`config.mk`:
```
export PLATFORM = sky130hd
export DESIGN_NAME = uart_transceiver
export DESIGN_NICKNAME = d
export VERILOG_FILES = /design/src/rtl/uart_transceiver.sv
export SDC_FILE = /design/constraint.sdc
export NUM_CORES = 1
export LEC_CHECK = 0
export CAP_MARGIN = 0
export CORE_MARGIN = 2
export CORE_UTILIZATION = 45
export DETAILED_ROUTE_END_ITERATION = 16
export GPL_TIMING_DRIVEN = 0
export SLEW_MARGIN = 15
export SYNTH_ARGS = -nofsm -noshare
export SYNTH_HDL_FRONTEND = slang
export SYNTH_SLANG_ARGS = --single-unit
```
`constraint.sdc`:
```
create_clock -name clk -period 3.15 [get_ports clk]
set_input_delay 0.63 -clock clk [delete_from_list [all_inputs] [get_ports clk]]
set_output_delay 0.63 -clock clk [all_outputs]
set_load 0.1 [all_outputs]
```
`src/rtl/uart_transceiver.sv`:
```
// Full-duplex UART with valid/ready byte ports, start/stop framing and RX error pulses.
// Optional even parity bit when UART_PARITY_EN is defined; otherwise no parity bit.
module uart_transceiver #(
    parameter int CLK_DIV   = 10416,
    parameter int DATA_BITS = 8,
    parameter int STOP_BITS = 1
) (
    input  logic                 clk,
    input  logic                 reset,
    input  logic                 din,
    output logic                 dout,
    input  logic [DATA_BITS-1:0] tx_data,
    input  logic                 tx_valid,
    output logic                 tx_ready,
    output logic [DATA_BITS-1:0] rx_data,
    output logic                 rx_valid,
    input  logic                 rx_ready,
    output logic                 rx_frame_err,
    output logic                 rx_par_err,
    output logic                 rx_overrun
);
    // Handshakes: a byte moves on any posedge where valid && ready; valid holds until then.
    localparam int CW = $clog2(CLK_DIV);
    localparam logic [CW-1:0] BIT_LAST  = CW'(CLK_DIV - 1);
    localparam logic [CW-1:0] HALF_LAST = CW'(CLK_DIV / 2 - 1);
    localparam logic [2:0]    DATA_LAST = 3'(DATA_BITS - 1);
    localparam logic [2:0]    STOP_LAST = 3'(STOP_BITS - 1);

    typedef enum logic [2:0] {IDLE, START, DATA, PARITY, STOP} state_t;

    state_t                tx_state, tx_state_n;
    logic [CW-1:0]         tx_cnt, tx_cnt_n;
    logic [2:0]            tx_bit, tx_bit_n;
    logic [DATA_BITS-1:0]  tx_buf;
    logic                  tx_load, tx_end;

    assign tx_end   = (tx_cnt == BIT_LAST);
    assign tx_ready = (tx_state == IDLE);

    always_ff @(posedge clk) begin
        if (reset) begin
            tx_state <= IDLE;
            tx_cnt   <= '0;
            tx_bit   <= '0;
            tx_buf   <= '0;
        end else begin
            tx_state <= tx_state_n;
            tx_cnt   <= tx_cnt_n;
            tx_bit   <= tx_bit_n;
            if (tx_load) tx_buf <= tx_data;
        end
    end

    always_comb begin
        tx_state_n = tx_state;
        tx_cnt_n   = tx_cnt;
        tx_bit_n   = tx_bit;
        tx_load    = 1'b0;
        dout       = 1'b1;
        if (tx_state != IDLE) tx_cnt_n = tx_end ? '0 : tx_cnt + 1'b1;
        case (tx_state)
            IDLE: if (tx_valid) begin
                tx_load    = 1'b1;
                tx_state_n = START;
                tx_cnt_n   = '0;
                tx_bit_n   = '0;
            end
            START: begin
                dout = 1'b0;
                if (tx_end) tx_state_n = DATA;
            end
            DATA: begin
                dout = tx_buf[tx_bit];
                if (tx_end) begin
                    tx_bit_n = tx_bit + 1'b1;
                    if (tx_bit == DATA_LAST) begin
                        tx_bit_n = '0;
`ifdef UART_PARITY_EN
                        tx_state_n = PARITY;
`else
                        tx_state_n = STOP;
`endif
                    end
                end
            end
`ifdef UART_PARITY_EN
            PARITY: begin
                dout = ^tx_buf;
                if (tx_end) tx_state_n = STOP;
            end
`endif
            STOP: if (tx_end) begin
                tx_bit_n = tx_bit + 1'b1;
                if (tx_bit == STOP_LAST) begin
                    tx_bit_n   = '0;
                    tx_state_n = IDLE;
                end
            end
            default: tx_state_n = IDLE;
        endcase
    end

    // Synchroniser resets high so a reset never looks like a start edge.
    logic din_s1, din_s2, din_prev;
    always_ff @(posedge clk) begin
        if (reset) begin
            din_s1   <= 1'b1;
            din_s2   <= 1'b1;
            din_prev <= 1'b1;
        end else begin
            din_s1   <= din;
            din_s2   <= din_s1;
            din_prev <= din_s2;
        end
    end

    state_t                rx_state, rx_state_n;
    logic [CW-1:0]         rx_cnt, rx_cnt_n;
    logic [2:0]            rx_bit, rx_bit_n;
    logic [DATA_BITS-1:0]  rx_shift;
    logic                  rx_end, rx_shift_en, rx_stop_chk, par_bad;
`ifdef UART_PARITY_EN
    logic                  rx_par_chk, rx_par_bad;
    assign par_bad = rx_par_bad;
`else
    assign par_bad = 1'b0;
`endif

    assign rx_end = (rx_cnt == BIT_LAST);

    always_ff @(posedge clk) begin
        if (reset) begin
            rx_state <= IDLE;
            rx_cnt   <= '0;
            rx_bit   <= '0;
        end else begin
            rx_state <= rx_state_n;
            rx_cnt   <= rx_cnt_n;
            rx_bit   <= rx_bit_n;
        end
    end

    // Only a 1->0 edge arms reception, so a held break line yields a single frame error.
    always_comb begin
        rx_state_n  = rx_state;
        rx_cnt_n    = rx_cnt;
        rx_bit_n    = rx_bit;
        rx_shift_en = 1'b0;
        rx_stop_chk = 1'b0;
`ifdef UART_PARITY_EN
        rx_par_chk  = 1'b0;
`endif
        case (rx_state)
            IDLE: if (din_prev && !din_s2) begin
                rx_state_n = START;
                rx_cnt_n   = '0;
                rx_bit_n   = '0;
            end
            START: begin
                rx_cnt_n = rx_cnt + 1'b1;
                if (rx_cnt == HALF_LAST) begin
                    rx_cnt_n   = '0;
                    rx_state_n = din_s2 ? IDLE : DATA;
                end
            end
            DATA: begin
                rx_cnt_n = rx_end ? '0 : rx_cnt + 1'b1;
                if (rx_end) begin
                    rx_shift_en = 1'b1;
                    rx_bit_n    = rx_bit + 1'b1;
                    if (rx_bit == DATA_LAST) begin
                        rx_bit_n = '0;
`ifdef UART_PARITY_EN
                        rx_state_n = PARITY;
`else
                        rx_state_n = STOP;
`endif
                    end
                end
            end
`ifdef UART_PARITY_EN
            PARITY: begin
                rx_cnt_n = rx_end ? '0 : rx_cnt + 1'b1;
                if (rx_end) begin
                    rx_par_chk = 1'b1;
                    rx_state_n = STOP;
                end
            end
`endif
            STOP: begin
                rx_cnt_n = rx_end ? '0 : rx_cnt + 1'b1;
                if (rx_end) begin
                    rx_stop_chk = 1'b1;
                    rx_state_n  = IDLE;
                end
            end
            default: rx_state_n = IDLE;
        endcase
    end

    always_ff @(posedge clk) begin
        if (reset) begin
            rx_shift     <= '0;
            rx_data      <= '0;
            rx_valid     <= 1'b0;
            rx_frame_err <= 1'b0;
            rx_par_err   <= 1'b0;
            rx_overrun   <= 1'b0;
`ifdef UART_PARITY_EN
            rx_par_bad   <= 1'b0;
`endif
        end else begin
            rx_frame_err <= 1'b0;
            rx_par_err   <= 1'b0;
            rx_overrun   <= 1'b0;
            if (rx_shift_en) rx_shift <= {din_s2, rx_shift[DATA_BITS-1:1]};
`ifdef UART_PARITY_EN
            if (rx_par_chk) rx_par_bad <= din_s2 ^ (^rx_shift);
            if (rx_stop_chk) rx_par_err <= rx_par_bad;
`endif
            if (rx_valid && rx_ready) rx_valid <= 1'b0;
            if (rx_stop_chk) begin
                if (!din_s2) begin
                    rx_frame_err <= 1'b1;
                end else if (!par_bad) begin
                    if (rx_valid && !rx_ready) begin
                        rx_overrun <= 1'b1;
                    end else begin
                        rx_data  <= rx_shift;
                        rx_valid <= 1'b1;
                    end
                end
            end
        end
    end
endmodule

```
==> impl_metrics.py, run 1 <==
metrics = {
    "pwr": {
        "seqPwrFrac_pct": 52.0,
        "power.total_uw": 1740,
        "p_switching_uw": 430,
        "leakage_uw": 0.00147,
        "vdd_ir_drop_max_mv": 0.237,
        "power_frac_comb_pct": 7.3,
        "power_density_mw_per_mm2": 448,
        "p_int_uw": 1310,
        "netSwitchingFraction_pct": 24.7,
        "clkPwrFrac_pct": 40.8,
    },
    "synthesis": {
        "ys_ff_latch": 70,
        "synth_top_family_by_area": "simple AND/OR/NAND/NOR gates",
        "synth-compound-area-share_pct": 14.1,
        "synth_edf_count": 0,
        "synthCells": 388,
        "ys.warnings.count": 0,
        "synth.avg_cell_area_um2": 8.58,
        "synth_adder_area_share_pct": 2.93,
        "synth_mux_area_share_pct": 7.67,
        "synthXorXnorAreaFrac_pct": 1.32,
        "synth_seq_area_share_pct": 42.1,
        "syn_nets": 408,
        "ys.flop_type": "dfxtp_1",
        "synth.distinct_cells": 58,
        "ys_async_sr_fraction_pct": 0,
        "netlist_area_mm2": 0.00333,
        "yosys.area_share.simple_pct": 27.7,
    },
    "floorplanning": {
        "io_pins": 27,
        "chipWidth_um": 90.0,
        "coreArea_mm2": 0.00721,
        "initial_core_util_pct": 46.1,
        "die_h_um": 90.0,
        "rows": 31,
        "dieArea_mm2": 0.00810,
    },
    "global_route": {
        "grt_antenna_before_repair": 0,
        "grt-ovfl-total": 0,
        "grt_pass1_vias": 2548,
        "grt_max_degree": 13,
        "grt_first_pass_wirelength_mm": 12.1,
        "grtUsageTotal_pct": 18.2,
    },
    "sta": {
        "whs_ns": 0.425,
        "relSlewSlack_pct": 34.6,
        "period_share_pct": 89.2,
        "worstMarginPinSlew_ns": 0.978,
        "drv_slew": 0,
        "fin_skew_ns": 0.0107,
        "rsz0062_at_grt": "false",
        "fmax_mhz": 356,
        "fin_crit_ns": 2.81,
        "setup_tns_ns": 0,
        "setup_viol": 0,
        "hold_viol": 0,
    },
    "detailed_routing": {
        "wl_per_cell_um": 13.3,
        "vias": 2793,
        "postRouteAntennaNets": 0,
        "drt-initial-drc-count": 89,
        "wl_mm": 7.00,
        "firstDrtPassIters": 4,
        "drc": 0,
        "vias_per_cell": 5.29,
    },
    "clocking": {
        "clock-sinks": 70,
        "cts.hold.buffers_added": 0,
        "cts_buffers": 9,
        "worstSkewPairLatency_ns": 0.34,
        "clockBufferDepth": 2,
        "clockRootBuffer": "clkbuf_8",
        "cts.clk_slew.worst_paths_ns": 0.08,
        "htree_levels": 3,
        "cts_tree": "done",
    },
    "critical_path": {
        "critical_path_arrival_ns": 2.18,
        "reg2reg_to": "tx_cnt[11]$_SDFF_PP0_",
        "end_kind": "primary output",
        "worstPathRequired_ns": 2.52,
        "rr_worst_depth": 7,
        "critPathMaxFanout": 6,
        "crit-reg2reg-launch": "tx_cnt[0]$_SDFF_PP0_",
        "path_class": "register to primary output",
        "start_kind": "register",
        "r2r_slack_ns": 1.00,
    },
    "hold_path": {
        "hold_depth": 1,
        "hp-start": "din_s1$_SDFF_PP1_",
        "hp-class": "register to register",
        "timing.hold.worst_endpoint": "din_s2$_SDFF_PP1_",
    },
    "flow_run": {
        "cap_violations": 0,
    },
    "placed_design": {
        "gp_congestion": 0.824,
        "post-dp-hpwl_mm": 4.95,
        "port_buffers": 25,
        "dp.cells": 512,
    },
    "finish": {
        "postLayoutCoreUtil_pct": 53.9,
        "synthToLayoutAreaGrowth_pct": 16.7,
        "drive_gt1_share_pct": 8.16,
        "layout.cells.non_filler": 528,
        "antennaDiodeCount": 0,
        "nets": 444,
    },
    "run_status": {
        "status": "finished clean",
    },
}
per-layer routing:
metal	wire, um	track usage, %	part of all wire, %	vias to the layer above
met5	0	0	0	-
met4	69	4.62	0.99	0
met3	234	5.70	3.3	6
met2	3090	26.8	44	32
met1	3610	25.8	52	1302
li1	-	-	-	1453
cell usage in the layout (no fill, tap or decap), types with 10 or more instances in the layout:
cell | synthesis | routed
nand2b_1 | 10 | 10
nand2_1 | 44 | 44
dfxtp_1 | 70 | 70
nand3_1 | 12 | 12
mux2i_1 | 21 | 21
clkbuf_1 | 9 | 11
inv_1 | 12 | 12
clkdlybuf4s50_1 | 0 | 23
nor2_1 | 44 | 44
a21oi_1 | 32 | 32
worst max path at each step:
| stage | start | endpoint | slack, ns | depth (start not counted) |
|---|---|---|---|---|
| 2_1_floorplan | tx_bit[0]$_SDFFE_PP0P_ | dout | 0.32 | 4 |
| 3_3_place_gp | tx_bit[0]$_SDFFE_PP0P_ | dout | 0.11 | 5 |
| 3_5_place_dp | tx_bit[0]$_SDFFE_PP0P_ | dout | 0.08 | 5 |
| 4_1_cts | tx_state[0]$_SDFFE_PP0P_ | tx_ready | 0.06 | 4 |
| 5_1_grt | tx_bit[0]$_SDFFE_PP0P_ | dout | 0.21 | 5 |
| 6_report | tx_bit[0]$_SDFFE_PP0P_ | dout | 0.34 | 5 |
registers in the layout, summed over array words and instances (netlist names):
register,flops
din_prev,1
din_s1,1
din_s2,1
rx_bit,3
rx_cnt,14
rx_data,8
rx_frame_err,1
rx_overrun,1
rx_shift,8
rx_state,3
rx_valid,1
tx_bit,3
tx_buf,8
tx_cnt,14
tx_state,3
critical path, stage by stage, from the launching register on:
cell and delay (ns):
dfxtp_1 0.47, mux4_2 0.54, nor2b_1 0.15, a211oi_1 0.21, o21ai_1 0.09, clkbuf_2 0.37
kinds of logic after synthesis:
group	after synthesis
AOI/OAI and AO/OA	76
DFF	70
xor gates and xnor gates	5
muxes	23
other	1
buffers and inverters	30
adders and majority gates	8
and+or+nand+nor	175
Yosys cell counts (6+ instances only):
cell type | n | area (um2)
nor3_1 | 9 | 45.0
o21ai_0 | 6 | 30.0
a21o_1 | 6 | 45.0
nor2b_1 | 6 | 37.5
nand3_1 | 12 | 60.1
or3_1 | 7 | 43.8
a21oi_1 | 32 | 160
inv_1 | 12 | 45.0
nand2b_1 | 10 | 62.6
a31oi_1 | 8 | 50.1
ha_1 | 7 | 87.6
nand2_1 | 44 | 165
buf_2 | 6 | 30.0
clkbuf_1 | 9 | 33.8
nor2_1 | 44 | 165
dfxtp_1 | 70 | 1400
mux2i_1 | 21 | 210
per-stage QoR:
stage	instance area [um2]	setup WS, ns
final	3880	0.340
after detailed placement	3700	0.0832
after global placement	3700	0.111
after floorplan	3330	0.322
after global routing	3880	0.215
after CTS	3890	0.0558
power groups by stage:
stage	Sequential [uW]	Clock [uW]	Combinational, uW
after floorplan	922	0	89.4
after global placement	924	0	128
after detailed placement	925	0	129
after CTS	904	731	128
after global routing	906	777	140
final	904	709	127
final cells by class:
class | instances | area [um2]
sequential | 70 | 1400
multi-input combinational | 288 | 1790
timing repair buffer | 25 | 240
clock buffer | 11 | 131
clock inverter | 5 | 60.1
tap | 99 | 124
fill | 737 | 3330
buffer | 18 | 90.1
inverter | 12 | 45.0
what timing repair did:
item	4_1_cts	5_1_grt
gates resized for setup	2	4
buffers inserted	0	0
setup endpoints to repair	2	2
(Power assumes the default switching activity.)
==> run 2, diff against run 1 <==
--- a/config.mk
+++ b/config.mk
@@ -10,6 +10,7 @@
 export CORE_UTILIZATION = 45
 export DETAILED_ROUTE_END_ITERATION = 16
 export GPL_TIMING_DRIVEN = 0
+export SETUP_SLACK_MARGIN = 0.15
 export SLEW_MARGIN = 15
 export SYNTH_ARGS = -nofsm -noshare
 export SYNTH_HDL_FRONTEND = slang
==> run 2 against run 1 <==
Compared with the run above:
- via count shrank 0.21%
- sequential power is essentially flat
- register-to-register slack about the same
- non-clock buffer count stayed put
- clock skew up 0.0011 ns
- utilization increased by 0.087 points
- critical path type unchanged
==> impl_metrics.py, run 2 (synthesis gave the netlist of run 1 again) <==
metrics = {
    "pwr": {
        "power_density_mw_per_mm2": 447,
        "power.total_uw": 1740,
        "leakage_uw": 0.00147,
        "vdd_ir_drop_max_mv": 0.237,
    },
    "clocking": {
        "clockRootBuffer": "clkbuf_8",
        "cts_buffers": 9,
        "cts.hold.buffers_added": 0,
        "clockBufferDepth": 2,
        "cts.clk_slew.worst_paths_ns": 0.08,
        "clock-sinks": 70,
        "cts_tree": "done",
        "worstSkewPairLatency_ns": 0.35,
        "htree_levels": 3,
    },
    "run_status": {
        "status": "finished clean",
    },
    "sta": {
        "fmax_mhz": 356,
        "setup_viol": 0,
        "fin_skew_ns": 0.0118,
        "worstMarginPinSlew_ns": 0.978,
        "hold_viol": 0,
        "worst_slack_ns": 0.339,
        "whs_ns": 0.424,
        "drv_slew": 0,
        "relSlewSlack_pct": 34.6,
        "fin_crit_ns": 2.81,
        "period_share_pct": 89.3,
        "setup_tns_ns": 0,
        "rsz0062_at_grt": "false",
    },
    "placed_design": {
        "post-dp-hpwl_mm": 4.95,
        "dpl-instance-area_mm2": 0.00370,
        "port_buffers": 25,
        "gp_congestion": 0.824,
        "dp_slack_ns": 0.0832,
    },
    "finish": {
        "final_cell_mix": "dfxtp_1, nor2_1, nand2_1",
        "final_common_cell": "dfxtp_1",
        "drive_gt1_share_pct": 8.16,
        "top_regs": "rx_cnt: 14 flops, tx_cnt: 14 flops",
        "antennaDiodeCount": 0,
        "nets": 444,
        "final_cell_area_mm2": 0.00389,
        "synthToLayoutAreaGrowth_pct": 16.9,
    },
    "floorplanning": {
        "dieArea_mm2": 0.00810,
        "coreArea_mm2": 0.00721,
        "rows": 31,
        "die_h_um": 90.0,
        "io_pins": 27,
        "chipWidth_um": 90.0,
        "initial_core_util_pct": 46.1,
    },
    "detailed_routing": {
        "firstDrtPassIters": 4,
        "postRouteAntennaNets": 0,
        "drt-initial-drc-count": 88,
        "wl_per_cell_um": 13.2,
        "vias_per_cell": 5.28,
        "vias": 2787,
        "drc": 0,
        "wl_mm": 6.99,
    },
    "global_route": {
        "grt_first_pass_wirelength_mm": 12.1,
        "grt_antenna_before_repair": 0,
        "use_met1_pct": 25.8,
        "grt_pass1_vias": 2548,
        "grt-ovfl-total": 0,
        "grt_use_met2_pct": 26.8,
        "grt_util_met3_pct": 5.70,
        "grt_max_degree": 13,
        "busiest_layer": "met2",
        "grtUsageTotal_pct": 18.2,
    },
    "hold_path": {
        "hold_depth": 1,
        "hp-class": "register to register",
    },
    "critical_path": {
        "critPathMaxFanout": 6,
        "rr_worst_depth": 7,
        "path_class": "register to primary output",
        "worstPathRequired_ns": 2.52,
        "start_kind": "register",
        "critical_path_arrival_ns": 2.18,
        "end_kind": "primary output",
    },
    "flow_run": {
        "cap_violations": 0,
    },
}
-- run 2: critical path, stage by stage (launching register included) --
cell      delay, ns
dfxtp_1        0.47
mux4_2         0.54
nor2b_1        0.15
a211oi_1       0.21
o21ai_1        0.09
clkbuf_2       0.37
-- run 2: timing repair --
action	4_1_cts	5_1_grt
setup endpoints to repair	2	1
gates resized for setup	4	2
buffers inserted	0	0
-- run 2: path summary, 6_finish.rpt --
check	start	to	slack [ns]
setup / recovery	tx_bit[0]$_SDFFE_PP0P_	dout	0.34
hold / removal	din_s1$_SDFF_PP1_	din_s2$_SDFF_PP1_	0.42
setup reg to reg	tx_cnt[0]$_SDFF_PP0_	tx_cnt[11]$_SDFF_PP0_	1.01
hold reg to reg	din_s1$_SDFF_PP1_	din_s2$_SDFF_PP1_	0.42
-- run 2: routing by layer --
| metal | up-vias | wire (um) | part of all wire, % |
|---|---|---|---|
| li1 | 1455 | - | - |
| met1 | 1293 | 3610 | 52 |
| met2 | 31 | 3060 | 44 |
| met3 | 8 | 246 | 3.5 |
| met5 | - | 0 | 0 |
| met4 | 0 | 82 | 1.2 |
-- run 2: power breakdown --
part	switching, uW	total (uW)	internal (uW)
registers	8.20	904	896
logic	80.8	127	46.7
clock network	342	709	368
-- run 2: final cells by class --
cell class / count / area, um2
clock inverters: 5 / 60.1
multi-input cells: 288 / 1790
well taps: 99 / 124
repair buffers: 25 / 246
clock buffers: 11 / 131
plain buffers: 18 / 90.1
fillers: 735 / 3320
flip-flops and latches: 70 / 1400
inverters: 12 / 45.0
-- run 2: through the flow --
step	utilization, %	instances
2_1_floorplan	-	388
3_3_place_gp	51.3	512
3_5_place_dp	51.3	512
4_1_cts	54.0	528
5_1_grt	53.9	528
6_report	53.9	528
==> run 3, diff against run 2 <==
--- a/config.mk
+++ b/config.mk
@@ -10,7 +10,7 @@
 export CORE_UTILIZATION = 45
 export DETAILED_ROUTE_END_ITERATION = 16
 export GPL_TIMING_DRIVEN = 0
-export SETUP_SLACK_MARGIN = 0.15
+export SETUP_SLACK_MARGIN = 0.1
 export SLEW_MARGIN = 15
 export SYNTH_ARGS = -nofsm -noshare
 export SYNTH_HDL_FRONTEND = slang
==> constraint.sdc (replaced) <==
create_clock -name clk -period 2.6 [get_ports clk]
set_input_delay 0.52 -clock clk [delete_from_list [all_inputs] [get_ports clk]]
set_output_delay 0.52 -clock clk [all_outputs]
set_load 0.1 [all_outputs]
==> run 3 against run 2 <==
Compared with the run above:
- critical path depth stayed put
- highest routed layer unchanged
- global-route usage hardly changed
- final area is 1.6% higher
- register-to-register slack worse by 0.55 ns
- total power is 33% higher
- sequential cell count stayed put
- utilization is 0.88 points higher
- combinational power is 24% higher
- sequential power is 21% higher
- count of clock-buffer cells in the layout stayed put
- critical endpoint unchanged
==> impl_metrics.py, run 3 (synthesis gave the netlist of run 1 again) <==
metrics = {
    "run_status": {
        "status": "finished clean",
    },
    "pwr": {
        "p_switching_uw": 527,
        "seqPwrFrac_pct": 47.3,
        "p_int_uw": 1780,
        "power_frac_comb_pct": 6.8,
        "leakage_uw": 0.00150,
        "power_density_mw_per_mm2": 584,
        "vdd_ir_drop_max_mv": 0.314,
        "netSwitchingFraction_pct": 22.8,
        "clkPwrFrac_pct": 45.8,
    },
    "critical_path": {
        "worst-path-buf-inv": 1,
        "crit-reg2reg-launch": "rx_cnt[0]$_SDFFE_PP0P_",
        "critical_path_arrival_ns": 1.89,
        "rr_worst_depth": 8,
        "reg2reg_to": "rx_cnt[8]$_SDFFE_PP0P_",
        "cp_slowest_cell": "mux4_2",
        "crit_chain": "mux4_2, nor2b_1, a211oi_2, o21ai_2, buf_6",
        "cp_top_family": "multiplexers",
        "r2r_slack_ns": 0.46,
        "critPathMaxFanout": 6,
        "start_kind": "register",
        "critPathMaxStageDelay_ns": 0.50,
        "end_kind": "primary output",
        "worstPathRequired_ns": 2.08,
        "path_class": "register to primary output",
    },
    "clocking": {
        "cts_tree": "done",
        "cts_buffers": 9,
        "htree_levels": 3,
        "cts_setup_buffers": 0,
        "worstSkewPairLatency_ns": 0.34,
        "clockRootBuffer": "clkbuf_8",
        "clockBufferDepth": 2,
        "cts.clk_slew.worst_paths_ns": 0.08,
        "clock-sinks": 70,
    },
    "floorplanning": {
        "coreArea_mm2": 0.00721,
        "die_h_um": 90.0,
        "initial_core_util_pct": 46.1,
        "chipWidth_um": 90.0,
        "dieArea_mm2": 0.00810,
        "io_pins": 27,
        "rows": 31,
    },
    "hold_path": {
        "timing.hold.worst_endpoint": "din_s2$_SDFF_PP1_",
        "hp-start": "din_s1$_SDFF_PP1_",
        "hold_depth": 1,
        "hp-class": "register to register",
    },
    "sta": {
        "worstMarginPinSlew_ns": 0.982,
        "drv_slew": 0,
        "hold_viol": 0,
        "relSlewSlack_pct": 34.3,
        "whs_ns": 0.431,
        "fin_skew_ns": 0.00717,
        "fin_crit_ns": 2.41,
        "period_share_pct": 92.7,
        "setup_tns_ns": 0,
        "rsz0062_at_grt": "false",
        "setup_viol": 0,
        "fmax_mhz": 415,
    },
    "placed_design": {
        "post-dp-hpwl_mm": 4.89,
        "port_buffers": 25,
        "gp_congestion": 0.791,
    },
    "detailed_routing": {
        "vias": 2793,
        "postRouteAntennaNets": 0,
        "wl_per_cell_um": 13.4,
        "vias_per_cell": 5.29,
        "drt-initial-drc-count": 114,
        "drc": 0,
        "firstDrtPassIters": 7,
        "wl_mm": 7.10,
    },
    "finish": {
        "drive_gt1_share_pct": 9.09,
        "synthToLayoutAreaGrowth_pct": 18.8,
        "nets": 444,
        "final_common_cell": "dfxtp_1",
        "top_regs": "rx_cnt: 14 flops, tx_cnt: 14 flops",
        "final_cell_mix": "dfxtp_1, nor2_1, nand2_1",
        "antennaDiodeCount": 0,
    },
    "global_route": {
        "grt_pass1_vias": 2602,
        "grt_antenna_before_repair": 0,
        "grtUsageTotal_pct": 18.2,
        "grt-ovfl-total": 0,
        "grt_first_pass_wirelength_mm": 12.2,
        "grt_max_degree": 13,
    },
    "flow_run": {
        "cap_violations": 0,
    },
}
==> run 3: worst max-delay path by stage <==
stage,start,endpoint,slack (ns),cells after the start
global placement,tx_bit[0]$_SDFFE_PP0P_,dout,-0.45,5
detailed placement,tx_bit[0]$_SDFFE_PP0P_,dout,-0.44,5
floorplan,tx_state[0]$_SDFFE_PP0P_,tx_buf[0]$_SDFFE_PP0P_,0.16,6
global route,tx_bit[0]$_SDFFE_PP0P_,dout,0.10,5
finish,tx_bit[0]$_SDFFE_PP0P_,dout,0.19,5
CTS,tx_bit[0]$_SDFFE_PP0P_,dout,0.07,5
==> run 3: what timing repair did <==
| action | CTS | global route |
|---|---|---|
| endpoints found under the setup margin | 2 | 2 |
| pin swaps | 0 | 0 |
| hold buffers | 0 | 0 |
| gates resized for setup | 14 | 4 |
==> run 3: layout make-up <==
type / count / area, um2
inverter: 12 / 45.0
multi-input combinational: 288 / 1800
tap: 99 / 124
sequential: 70 / 1410
clock inverter: 5 / 108
timing repair buffer: 25 / 249
fill: 712 / 3260
buffer: 18 / 91.3
clock buffer: 11 / 131
==> run 3: worst register-to-register path, stage by stage (launching register included) <==
cell and delay [ns]:
dfxtp_1 0.35, ha_1 0.28, and4_1 0.25, and4_1 0.21, buf_4 0.16, o32ai_1 0.20
buf_2 0.29, nand2_1 0.08, o311ai_1 0.23
==> run 3: layer usage <==
layer	vias up	track usage [%]	wire, um
li1	1450	-	-
met3	7	5.53	307
met4	0	5.38	65
met1	1278	24.8	3480
met5	-	0	0
met2	58	27.9	3250
==> run 3: power groups by stage <==
stage	combinational [uW]	clock, uW	sequential (uW)
2_1_floorplan	109	0	1120
3_3_place_gp	156	0	1120
3_5_place_dp	158	0	1120
4_1_cts	158	1090	1100
5_1_grt	174	1130	1100
6_report	158	1060	1090
==> run 3: per-stage QoR <==
stage / cells / instance area [um2] / utilization, % / setup WS, ns / power [uW]
6_report: 528 / 3960 / 54.8 / 0.190 / 2310
5_1_grt: 528 / 3960 / 54.8 / 0.103 / 2400
4_1_cts: 528 / 3950 / 54.7 / 0.0737 / 2340
3_5_place_dp: 512 / 3710 / 51.4 / -0.444 / 1280
3_3_place_gp: 512 / 3710 / 51.4 / -0.450 / 1280
2_1_floorplan: 388 / 3330 / - / 0.156 / 1230
